[src/rtl/game_pkg.sv]
// Shared types and default parameters for the game-control blocks.
// The guard FSM state encoding lives here so the datapath and bench can share it.
package game_pkg;

  typedef enum logic [1:0] {
    G_NORMAL,
    G_GUARD,
    G_EXHAUSTED
  } guard_state_t;

  localparam int STAMINA_MAX_D     = 15;
  localparam int STAMINA_RECOVER_D = 8;
  localparam int REGEN_DIV_D       = 4;

endpackage

[src/rtl/player_cmd_ctrl_if.sv]
// Button-side inputs and datapath-side command outputs of one player controller.
// The master drives buttons/tick/isJ; the controller (slave) drives the commands.
interface player_cmd_ctrl_if #(
  parameter int SW = 4
);
  logic          frame_tick;
  logic          btn_right;
  logic          btn_left;
  logic          btn_jump;
  logic          btn_squat;
  logic          btn_defend;
  logic          isJ;
  logic          right;
  logic          left;
  logic          jump;
  logic          squat;
  logic          defend;
  logic [SW-1:0] stamina;
  logic          exhausted;

  modport master (
    output frame_tick, btn_right, btn_left, btn_jump, btn_squat, btn_defend, isJ,
    input  right, left, jump, squat, defend, stamina, exhausted
  );

  modport slave (
    input  frame_tick, btn_right, btn_left, btn_jump, btn_squat, btn_defend, isJ,
    output right, left, jump, squat, defend, stamina, exhausted
  );
endinterface

[src/rtl/player_cmd_ctrl_stamina_meter.sv]
// Saturating stamina register with a frame-divided regeneration counter.
// stamina_nxt is the value the register takes on the coming tick.
module stamina_meter #(
  parameter int STAMINA_MAX = 15,
  parameter int REGEN_DIV   = 4,
  parameter int SW          = $clog2(STAMINA_MAX + 1)
) (
  input  logic          clk,
  input  logic          rst,
  input  logic          tick,
  input  logic          drain,
  input  logic          regen_en,
  output logic [SW-1:0] stamina,
  output logic [SW-1:0] stamina_nxt,
  output logic          empty
);

  localparam int CW = (REGEN_DIV > 1) ? $clog2(REGEN_DIV) : 1;

  logic [SW-1:0] stamina_q;
  logic [CW-1:0] cnt;
  logic [CW-1:0] cnt_nxt;

  // Drain takes precedence and restarts the regen phase so a fresh
  // recovery always needs REGEN_DIV frames for its first point.
  always_comb begin
    cnt_nxt     = cnt;
    stamina_nxt = stamina_q;
    if (drain) begin
      cnt_nxt = '0;
      if (stamina_q != '0) stamina_nxt = stamina_q - SW'(1);
    end else if (regen_en) begin
      if (cnt == CW'(REGEN_DIV - 1)) begin
        cnt_nxt = '0;
        if (stamina_q != SW'(STAMINA_MAX)) stamina_nxt = stamina_q + SW'(1);
      end else begin
        cnt_nxt = cnt + CW'(1);
      end
    end
  end

  always_ff @(posedge clk or posedge rst) begin
    if (rst) begin
      stamina_q <= SW'(STAMINA_MAX);
      cnt       <= '0;
    end else if (tick) begin
      stamina_q <= stamina_nxt;
      cnt       <= cnt_nxt;
    end
  end

  assign stamina = stamina_q;
  assign empty   = (stamina_q == '0);

endmodule

[src/rtl/player_cmd_ctrl.sv]
// Per-player command controller: frame-sampled buttons, fixed priority, defend stamina guard.
//   state       | meaning
//   G_NORMAL    | free play, defend allowed when stamina > 0, stamina regenerates
//   G_GUARD     | defending, all other actions blocked, stamina drains 1 per frame
//   G_EXHAUSTED | defend locked out until stamina regenerates to STAMINA_RECOVER
module player_cmd_ctrl
  import game_pkg::*;
#(
  parameter int STAMINA_MAX     = STAMINA_MAX_D,
  parameter int STAMINA_RECOVER = STAMINA_RECOVER_D,
  parameter int REGEN_DIV       = REGEN_DIV_D,
  parameter int SW              = $clog2(STAMINA_MAX + 1)
) (
  input logic               clk,
  input logic               rst,
  player_cmd_ctrl_if.slave  pif
);

  guard_state_t  state;
  guard_state_t  state_nxt;
  logic          prev_jump;
  logic          guard_frame;
  logic          blocked;
  logic          squat_c;
  logic          jump_c;
  logic          right_c;
  logic          left_c;
  logic [SW-1:0] stamina;
  logic [SW-1:0] stamina_nxt;
  logic          empty;

  // A frame is a guard frame when defend is held, stamina remains and
  // the lockout is not active; this covers both entering and staying.
  assign guard_frame = pif.btn_defend && !empty && (state != G_EXHAUSTED);

  stamina_meter #(
    .STAMINA_MAX (STAMINA_MAX),
    .REGEN_DIV   (REGEN_DIV),
    .SW          (SW)
  ) u_meter (
    .clk         (clk),
    .rst         (rst),
    .tick        (pif.frame_tick),
    .drain       (guard_frame),
    .regen_en    (!guard_frame),
    .stamina     (stamina),
    .stamina_nxt (stamina_nxt),
    .empty       (empty)
  );

  always_comb begin
    state_nxt = state;
    if (guard_frame) begin
      state_nxt = (stamina_nxt == '0) ? G_EXHAUSTED : G_GUARD;
    end else if (state == G_EXHAUSTED) begin
      state_nxt = (stamina_nxt >= SW'(STAMINA_RECOVER)) ? G_NORMAL : G_EXHAUSTED;
    end else begin
      state_nxt = G_NORMAL;
    end
  end

  // Priority is resolved against the state this frame ends in.
  always_comb begin
    blocked = (state_nxt == G_GUARD);
    squat_c = !blocked && pif.btn_squat && !pif.isJ;
    jump_c  = !blocked && !squat_c && pif.btn_jump && !prev_jump && !pif.isJ;
    right_c = !blocked && !squat_c && pif.btn_right && !pif.btn_left;
    left_c  = !blocked && !squat_c && pif.btn_left && !pif.btn_right;
  end

  always_ff @(posedge clk or posedge rst) begin
    if (rst) begin
      state         <= G_NORMAL;
      prev_jump     <= 1'b0;
      pif.right     <= 1'b0;
      pif.left      <= 1'b0;
      pif.jump      <= 1'b0;
      pif.squat     <= 1'b0;
      pif.defend    <= 1'b0;
      pif.exhausted <= 1'b0;
    end else if (pif.frame_tick) begin
      state         <= state_nxt;
      prev_jump     <= pif.btn_jump;
      pif.right     <= right_c;
      pif.left      <= left_c;
      pif.jump      <= jump_c;
      pif.squat     <= squat_c;
      pif.defend    <= (state_nxt == G_GUARD);
      pif.exhausted <= (state_nxt == G_EXHAUSTED);
    end else begin
      pif.right     <= 1'b0;
      pif.left      <= 1'b0;
      pif.jump      <= 1'b0;
    end
  end

  assign pif.stamina = stamina;

endmodule

[src/flat_wrapper.sv]
// flat-port wrapper written by rule: the top's interface ports become plain ports
module player_cmd_ctrl_flat import game_pkg::*;
#(
  parameter int STAMINA_MAX     = STAMINA_MAX_D,
  parameter int STAMINA_RECOVER = STAMINA_RECOVER_D,
  parameter int REGEN_DIV       = REGEN_DIV_D,
  parameter int SW              = $clog2(STAMINA_MAX + 1)
)
  (clk, rst, pif_frame_tick, pif_btn_right, pif_btn_left, pif_btn_jump, pif_btn_squat, pif_btn_defend, pif_isJ, pif_right, pif_left, pif_jump, pif_squat, pif_defend, pif_stamina, pif_exhausted);
  player_cmd_ctrl_if #(.SW(SW)) pif_i ();
  input logic clk;
  input logic rst;
  input wire logic [$bits(pif_i.frame_tick)-1:0] pif_frame_tick;
  input wire logic [$bits(pif_i.btn_right)-1:0] pif_btn_right;
  input wire logic [$bits(pif_i.btn_left)-1:0] pif_btn_left;
  input wire logic [$bits(pif_i.btn_jump)-1:0] pif_btn_jump;
  input wire logic [$bits(pif_i.btn_squat)-1:0] pif_btn_squat;
  input wire logic [$bits(pif_i.btn_defend)-1:0] pif_btn_defend;
  input wire logic [$bits(pif_i.isJ)-1:0] pif_isJ;
  output wire logic [$bits(pif_i.right)-1:0] pif_right;
  output wire logic [$bits(pif_i.left)-1:0] pif_left;
  output wire logic [$bits(pif_i.jump)-1:0] pif_jump;
  output wire logic [$bits(pif_i.squat)-1:0] pif_squat;
  output wire logic [$bits(pif_i.defend)-1:0] pif_defend;
  output wire logic [$bits(pif_i.stamina)-1:0] pif_stamina;
  output wire logic [$bits(pif_i.exhausted)-1:0] pif_exhausted;
  assign pif_i.frame_tick = pif_frame_tick;
  assign pif_i.btn_right = pif_btn_right;
  assign pif_i.btn_left = pif_btn_left;
  assign pif_i.btn_jump = pif_btn_jump;
  assign pif_i.btn_squat = pif_btn_squat;
  assign pif_i.btn_defend = pif_btn_defend;
  assign pif_i.isJ = pif_isJ;
  assign pif_right = pif_i.right;
  assign pif_left = pif_i.left;
  assign pif_jump = pif_i.jump;
  assign pif_squat = pif_i.squat;
  assign pif_defend = pif_i.defend;
  assign pif_stamina = pif_i.stamina;
  assign pif_exhausted = pif_i.exhausted;
  player_cmd_ctrl #(.STAMINA_MAX(STAMINA_MAX), .STAMINA_RECOVER(STAMINA_RECOVER), .REGEN_DIV(REGEN_DIV), .SW(SW)) u_core (.clk(clk), .rst(rst), .pif(pif_i));
endmodule
[config.mk]
export PLATFORM = sky130hd
export DESIGN_NAME = player_cmd_ctrl_flat
export DESIGN_NICKNAME = d
export VERILOG_FILES = /design/src/rtl/game_pkg.sv /design/src/rtl/player_cmd_ctrl_if.sv /design/src/rtl/player_cmd_ctrl_stamina_meter.sv /design/src/rtl/player_cmd_ctrl.sv /design/src/flat_wrapper.sv
export SDC_FILE = /design/constraint.sdc
export NUM_CORES = 1
export LEC_CHECK = 0
export CAP_MARGIN = 5
export CORE_AREA = 2 2 52 54
export CTS_BUF_LIST = sky130_fd_sc_hd__clkbuf_8
export DETAILED_ROUTE_END_ITERATION = 10
export DIE_AREA = 0 0 54 56
export MAX_ROUTING_LAYER = met4
export PLACE_DENSITY = 0.59
export SYNTH_ARGS = -nofsm -noshare
export SYNTH_HDL_FRONTEND = slang
export SYNTH_SLANG_ARGS = --single-unit
[constraint.sdc]
create_clock -name clk -period 4.75 [get_ports clk]
set_input_delay 0.7125 -clock clk [delete_from_list [all_inputs] [get_ports clk]]
set_output_delay 0.7125 -clock clk [all_outputs]
set_load 0.02 [all_outputs]
# Word-level counts from Yosys, hierarchy flattened
# Index checks and enable logic that the tools add are counted.
# totals
register_bits	15
latchBits	0
mem_bits_rw	0
romBits	0
input_bits	9
output_inout_bits	10
elab_cells	55
mem_count	0
# op_classes
n_addsub	3
multipliers	0
div	0
magnitude_cmp	1
eq_ne	6
shift	0
mux	13
bitwise	0
n_reduce_logical	22
# op_table
cell	count
two-way mux 4 bit	4
logical AND 1 bit	12
two-way mux 2 bit	6
zero test 4 bit	2
zero test 1 bit	7
equality test 2 bit (second input constant)	3
adder 4 x 1 -> 4 bit (second input constant)	1
greater-or-equal comparator 4 bit (second input constant)	1
!= test 4 bit (second input constant)	1
nonzero test 4 bit	1
subtractor 4 x 1 -> 4 bit (second input constant)	1
two-way mux 1 bit	3
adder 2 x 1 -> 2 bit (second input constant)	1
equality test 2 x 1 -> 1 bit (second input constant)	1
!= test 2 bit (second input constant)	1

# Depth between registers and ports, before layout
# Gate-level depths: netlist (run 1).
# depth
word_depth	19
mapped_depth	7
mapped_depth_nobuf	6

# Hierarchy
# Synthesis (run 1) repeated with hierarchy kept, for this count alone.
# hier_totals
cells_unflattened	88
area_unflattened_um2	868.3
# by_module_without_submodules
module	instances	cells_each	area_each_um2	seq_area_each_um2
stamina_meter	1	58	505.5	155.1
player_cmd_ctrl	1	30	362.8	175.2

# Worst setup path before layout (run 1)
# Ideal clock, no wire load.
# synth_timing
path_type	register to register
startpoint	reg u_core.u_meter.stamina_q[1], in the netlist u_core.u_meter.stamina[1]
endpoint	reg u_core.u_meter.stamina_q[1], in the netlist u_core.u_meter.stamina[1]
arrival_time_ns	1.763
required_ns	4.686
slack_ns	2.923
stages_incl_launch_ff	8
path_buffers	1
period_less_slack_ns	1.827
path_cell_list	dfstp_2 inv_1 ha_1 or3b_1 and3_1 clkbuf_2 or3_1 nand3_1
# synth_between
elab_chain_len	5
word_cells_on_any_way	12
# synth_rtl
item	line_no	rtl
start: declaration	player_cmd_ctrl_stamina_meter.sv:20	logic [SW-1:0] stamina_q;
start signal: assignment	player_cmd_ctrl_stamina_meter.sv:44	stamina_q <= SW'(STAMINA_MAX);
start signal: assignment	player_cmd_ctrl_stamina_meter.sv:47	stamina_q <= stamina_nxt;
branches (longest 4 deep; another with adder 4 x 1 -> 4 bit)	-	
two-way mux 4 bit (*)	player_cmd_ctrl_stamina_meter.sv:29	if (drain) begin
# Mark *: on every way between the ends.
# A chain may end at the register's enable or synchronous reset.

# Final worst setup path (run 1)
# layout_timing
startpoint	reg u_core.u_meter.stamina_q[2], in the netlist u_core.u_meter.stamina[2]
endpoint	out pif_stamina[2]
# layout_rtl
item	line_no	rtl
end: declaration	flat_wrapper.sv:25	output wire logic [$bits(pif_i.stamina)-1:0] pif_stamina;
# No word-level cell between the ends.

==> flow_summary.ini, run 1 <==
[logic_synthesis]
ys_seq_elements = 14
largest_cells_by_area_after_synthesis = sky130_fd_sc_hd__dfrtp_1, sky130_fd_sc_hd__dfstp_2, sky130_fd_sc_hd__ha_1
netlist_area_sq_um = 823
yosysWarningCount = 0
synth.top_cell.area_share_pct = 30.4
yosys.area.top_type = sky130_fd_sc_hd__dfrtp_1
avg_inst_size_synth_sq_um = 9.57
netlist-cell-type-count = 37
synth.yosys.seq_area_share_pct = 43.2
mappedNetlistNets = 98
post_synth_inst_count = 86

[routing]
ant_nets = 0
via_count = 677
drt-wirelength-per-cell_microns = 12.5
drt_drc_violations_left = 0
drtIter0Drc = 22
via_per_inst = 5.05
drt_wl_total_microns = 1680
firstDrtPassIters = 4

[timing]
unrepaired_setup_endpoints_after_global_routing = no
finalCriticalPeriod_ns = 2.24
final-max-slew-violation-count = 0
min_period_over_period_pct = 47.1
final-hold-violation-count = 0
setup-tns-final_ns = 0
worst_pin_slew_ns = 0.632
finalClockSkew_ns = 0.00566
setup_violations = 0
achievable-frequency_mhz = 447
slew_headroom_pct = 57.7

[layout]
drive_above_1_share_pct = 10.6
seq_area_sq_um = 355
syn2layout_area_growth_pct = 29.8
fillCellCount = 252
antennaDiodeCount = 0
layout.cell_area.non_filler_sq_um = 1070
finish.net_count = 117
area_of_the_multi_input_gates_sq_um = 413

[min_path]
worstHoldPathType = reg -> reg
worstHoldStart = u_core.prev_jump$_DFFE_PP0P_

[clock_tree]
cts.reportedPaths.clkPinSlew_ns = 0.06
cts_resized = 0
cts_setup_buffers = 0
clock_path_buffers = 2
cts_tree = yes
h-tree-depth = 1
cts_hold_buf = 0
cts.sinks = 14
clock_latency_reported_for_the_late_side_of_the_worst_skew_pair_ns = 0.24
numCtsBuffers = 3
cts_root_buf = sky130_fd_sc_hd__clkbuf_8

[global_route]
vias_in_the_first_global_route = 652
grt_antenna_before_repair = 0
gr-usage-all-layers_pct = 13.8
globalRouteOverflowTotal = 0
first_pass_grt_wire_length_microns = 2970
maximum_number_of_pins_on_one_net_before_global_route_repair = 22

[floorplanning]
floorplan.rows = 18
die_w_microns = 54
floorplan.die_area_sq_um = 3020
floorplan.io_pins = 19
die_height_microns = 56
initial_core_util_pct = 33.8
core_region_area_sq_um = 2430

[critical_path]
critical_path.reg2reg.startpoint = u_core.u_meter.stamina[0]$_DFFE_PP1P_
worst_path_cell_with_the_longest_stage_delay = sky130_fd_sc_hd__dfstp_2
cp_max_fo = 12
critPathLaunch = u_core.u_meter.stamina[2]$_DFFE_PP1P_
critical_path.endpoint_type = output port
worstPathArrival_ns = 1.53
critPathTopFamily = flip-flops
cpPeakStageDelay_ns = 0.64
worstSetupStartpointType = flop
cp_data_required_time_ns = 4.04
worst_setup_path_class = reg -> out
crit_buf_inv = 1
critical_path.cell_chain = clkdlybuf4s50_1

[power_and_ir_drop]
power.static_leakage_nw = 0.461
peak_supply_drop_mv = 0.267
power-per-cell-area_nw_per_um2 = 552
finalPower_mw = 0.590

[place]
port-buffer-count = 18
dpl_cell_area_sq_um = 1020
dpl.hpwl_microns = 1250
gp_congestion = 0.797

[run]
cap_viol_max_count = 0

[run_status]
run_status = completed
## cell usage after synthesis, drive strengths merged
master,count
or4,1
or3,1
a21oi,1
nor3,3
clkbuf,3
xnor2,2
nand3,4
nand4,3
and2b,1
buf,1
a21boi,1
mux2i,3
a22o,1
or2b,2
mux2,3
nand2b,3
inv,10
a31oi,3
a32o,1
nand2,4
and3,1
dfstp,4
dfrtp,10
o21ai,5
ha,3
nor2b,1
nand3b,1
o221ai,1
nor2,3
nand4b,1
and4,1
o22ai,1
or3b,1
a22oi,1
a2bb2oi,1
## power breakdown
group	leakage, nW	switching [mW]	total [mW]	internal, mW
Sequential	0.172	0.0521	0.222	0.170
Combinational	0.262	0.138	0.273	0.135
Clock	0.0269	0.0387	0.0957	0.0570
## path summary, 6_finish.rpt
| path | to | slack (ns) | cells past startpoint |
|---|---|---|---|
| worst min-delay path | u_core.pif.jump$_DFF_PP0_ | 0.50 | 2 |
| worst min register to register | u_core.pif.jump$_DFF_PP0_ | 0.50 | 2 |
| min in group asynchronous | u_core.pif.jump$_DFF_PP0_ | 0.80 | 2 |
| max in group asynchronous | u_core.u_meter.stamina[1]$_DFFE_PP1P_ | 3.58 | 2 |
| worst max register to register | u_core.pif.squat$_DFFE_PP0P_ | 2.82 | 6 |
| worst max-delay path | pif_stamina[2] | 2.51 | 1 |
## registers in the layout (all words and copies together) (netlist names)
| signal | flops |
|---|---|
| u_core.u_meter.stamina | 4 |
| u_core.pif.left | 1 |
| u_core.pif.right | 1 |
| u_core.pif.jump | 1 |
| u_core.u_meter.cnt | 2 |
| u_core.state | 2 |
| u_core.pif.defend | 1 |
| u_core.prev_jump | 1 |
| u_core.pif.squat | 1 |
## through the flow
stage / setup WS, ns / hold WS (ns) / util [%] / cells
floorplan: 2.92 / 0.479 / - / 86
global placement: 2.49 / 0.493 / 42.1 / 130
CTS: 2.50 / 0.505 / 43.9 / 134
detailed placement: 2.42 / 0.499 / 42.1 / 130
finish: 2.51 / 0.502 / 43.9 / 134
global route: 2.47 / 0.548 / 43.9 / 134
## kinds of logic (layout without fill, tap and decap cells)
kind of cell / Yosys count / in the layout / synth area share [%]
flip-flops: 14 / 14 / 43.2
buffers and inverters: 14 / 32 / 6.69
adder cells (fa/ha/maj): 3 / 3 / 4.56
AO/OA/AOI/OAI: 16 / 16 / 13.7
multiplexers: 6 / 6 / 7.75
AND/OR/NAND/NOR: 31 / 31 / 22.0
XOR/XNOR: 2 / 2 / 2.13
## area by class of cell
class | count | area share (%)
multi-input combinational | 58 | 38.6
sequential | 14 | 33.3
timing repair buffer | 18 | 16.9
clock buffer | 3 | 3.86
inverter | 10 | 3.51
tap | 30 | 3.51
clock inverter | 1 | 0.351
## placed cells by master (no fill, tap or decap), types with 2 or more instances in the layout
master	n
sky130_fd_sc_hd__a31oi_1	2
sky130_fd_sc_hd__ha_1	3
sky130_fd_sc_hd__or2b_1	2
sky130_fd_sc_hd__nor2_1	3
sky130_fd_sc_hd__nand2_1	4
sky130_fd_sc_hd__dfstp_2	4
sky130_fd_sc_hd__mux2i_1	3
sky130_fd_sc_hd__clkdlybuf4s50_1	18
sky130_fd_sc_hd__nand3_1	4
sky130_fd_sc_hd__xnor2_1	2
sky130_fd_sc_hd__nor3_1	3
sky130_fd_sc_hd__mux2_2	3
sky130_fd_sc_hd__o21ai_0	5
sky130_fd_sc_hd__dfrtp_1	10
sky130_fd_sc_hd__clkbuf_8	3
sky130_fd_sc_hd__nand2b_1	3
sky130_fd_sc_hd__nand4_1	3
sky130_fd_sc_hd__inv_1	11
## routing by layer
metal / vias to the layer above / global-route usage, % / routed length [microns]
li1: 342 / - / -
met5: - / - / 0
met3: 4 / 5.65 / 84
met4: 0 / 5.36 / 39
met1: 316 / 17.6 / 775
met2: 15 / 19.2 / 779
(Power assumes the default switching activity.)
==> inputs of run 2 (changes only) <==
==> constraint.sdc (replaced) <==
create_clock -name clk -period 2.2 [get_ports clk]
set_input_delay 0.33 -clock clk [delete_from_list [all_inputs] [get_ports clk]]
set_output_delay 0.33 -clock clk [all_outputs]
set_load 0.02 [all_outputs]
==> flow_summary.ini, run 2 (same netlist as run 1, synthesis figures left out) <==
[routing]
drt-wirelength-per-cell_microns = 13.0
drt_drc_violations_left = 0
ant_nets = 0
drtIter0Drc = 15
firstDrtPassIters = 4
via_count = 675
drt_wl_total_microns = 1760
via_per_inst = 5.00

[timing]
worst_pin_slew_ns = 0.552
min_period_over_period_pct = 85.0
finalClockSkew_ns = 0.00517
final-hold-violation-count = 0
finalCriticalPeriod_ns = 1.87
slew_headroom_pct = 63.1
final-max-slew-violation-count = 0
worst_slack_ns = 0.330
unrepaired_setup_endpoints_after_global_routing = no
achievable-frequency_mhz = 535
setup_violations = 0
setup-tns-final_ns = 0

[layout]
final_cell_mix = sky130_fd_sc_hd__clkdlybuf4s50_1, sky130_fd_sc_hd__inv_1, sky130_fd_sc_hd__dfrtp_1
post_layout_nonfiller_instances = 135
syn2layout_area_growth_pct = 31.9
antennaDiodeCount = 0
largest_reg_flops = 4
drive_above_1_share_pct = 12.4
finish.net_count = 118
layout.cell_area.non_filler_sq_um = 1090
mostFrequentLayoutCell = sky130_fd_sc_hd__clkdlybuf4s50_1

[critical_path]
critical_path.endpoint = u_core.pif.defend$_DFFE_PP0P_
worstSetupStartpointType = flop
critical_path.cell_chain = inv_1 -> ha_1 -> or3b_1 -> nand3_1 -> a31oi_2 -> mux2_2
crit_buf_inv = 1
critical_path.reg2reg.startpoint = u_core.u_meter.stamina[0]$_DFFE_PP1P_
cp_max_fo = 6
worst_setup_path_class = reg -> reg
reg2regPathDepth = 6
worstPathArrival_ns = 2.06
critical_path.reg2reg.endpoint = u_core.pif.defend$_DFFE_PP0P_
timing.reg2reg.setup_slack_ns = 0.33
critPathTopFamily = flip-flops
cp_data_required_time_ns = 2.39
timing.critical_path.depth = 6
worst_path_cell_with_the_longest_stage_delay = sky130_fd_sc_hd__dfstp_2
cpPeakStageDelay_ns = 0.58
critPathLaunch = u_core.u_meter.stamina[0]$_DFFE_PP1P_
critical_path.endpoint_type = flop

[clock_tree]
numCtsBuffers = 3
cts.reportedPaths.clkPinSlew_ns = 0.06
clock_latency_reported_for_the_late_side_of_the_worst_skew_pair_ns = 0.25
cts_root_buf = sky130_fd_sc_hd__clkbuf_8
cts_setup_buffers = 0
clock_path_buffers = 2
cts_tree = yes
h-tree-depth = 1
cts_hold_buf = 0
cts_resized = 0
cts.sinks = 14

[floorplanning]
core_region_area_sq_um = 2430
floorplan.rows = 18
initial_core_util_pct = 33.8
die_w_microns = 54
floorplan.die_area_sq_um = 3020
die_height_microns = 56
floorplan.io_pins = 19

[place]
preCtsSetupSlack_ns = 0.353
dpl.hpwl_microns = 1330
numPlacedInstances = 131
dpl_cell_area_sq_um = 1030
port-buffer-count = 18
gp_congestion = 0.916

[global_route]
vias_in_the_first_global_route = 659
globalRouteOverflowTotal = 0
first_pass_grt_wire_length_microns = 3020
grt_antenna_before_repair = 0
gr-usage-all-layers_pct = 14.3
maximum_number_of_pins_on_one_net_before_global_route_repair = 21

[min_path]
worstHoldPathType = in -> async

[run]
cap_viol_max_count = 0

[power_and_ir_drop]
peak_supply_drop_mv = 0.608
finalPower_mw = 1.31
power.static_leakage_nw = 0.467
power-per-cell-area_nw_per_um2 = 1210

[run_status]
run_status = completed
run 2: cell count changes in the layout (fill, tap and decap cells not counted), sizes merged:
cell | before | now
buf | 0 | 1
clkbuf | 3 | 4
inv | 11 | 10
run 2: layer usage:
metal / share of wire (%) / track usage, % / vias to the layer above / wire [microns]
li1: - / - / 342 / -
met1: 45 / 19.2 / 308 / 786
met2: 46 / 18.3 / 18 / 818
met3: 4.9 / 3.49 / 7 / 87
met4: 3.8 / 10.4 / 0 / 67
met5: 0 / - / - / 0
run 2: where the power goes:
group	leakage [nW]	switching [mW]	internal, mW
Combinational	0.266	0.295	0.292
Clock	0.0288	0.0985	0.159
Sequential	0.172	0.105	0.366
run 2: layout make-up:
| cell class | instances | area (sq um) |
|---|---|---|
| Inverter | 10 | 37.5 |
| Fill cell | 242 | 1350 |
| Clock buffer | 4 | 55.1 |
| Sequential cell | 14 | 355 |
| Timing Repair Buffer | 19 | 188 |
| Multi-Input combinational cell | 58 | 413 |
| Tap cell | 30 | 37.5 |
run 2: worst min path at each step:
stage / depth (start not counted) / from / to / slack, ns
2_1_floorplan: 1 / rst / u_core.pif.defend$_DFFE_PP0P_ / 0.22
3_3_place_gp: 1 / u_core.pif.defend$_DFFE_PP0P_ / u_core.pif.defend$_DFFE_PP0P_ / 0.50
3_5_place_dp: 2 / u_core.prev_jump$_DFFE_PP0P_ / u_core.pif.jump$_DFF_PP0_ / 0.50
4_1_cts: 2 / rst / u_core.u_meter.cnt[0]$_DFFE_PP0P_ / 0.45
5_1_grt: 2 / rst / u_core.u_meter.cnt[1]$_DFFE_PP0P_ / 0.51
6_report: 2 / rst / u_core.u_meter.cnt[0]$_DFFE_PP0P_ / 0.42
run 2: through the flow:
| step | hold slack [ns] | util (%) |
|---|---|---|
| final | 0.423 | 44.7 |
| after global routing | 0.511 | 44.7 |
| after CTS | 0.452 | 44.7 |
| after detailed placement | 0.499 | 42.4 |
| after global placement | 0.504 | 42.4 |
| after floorplan | 0.216 | - |
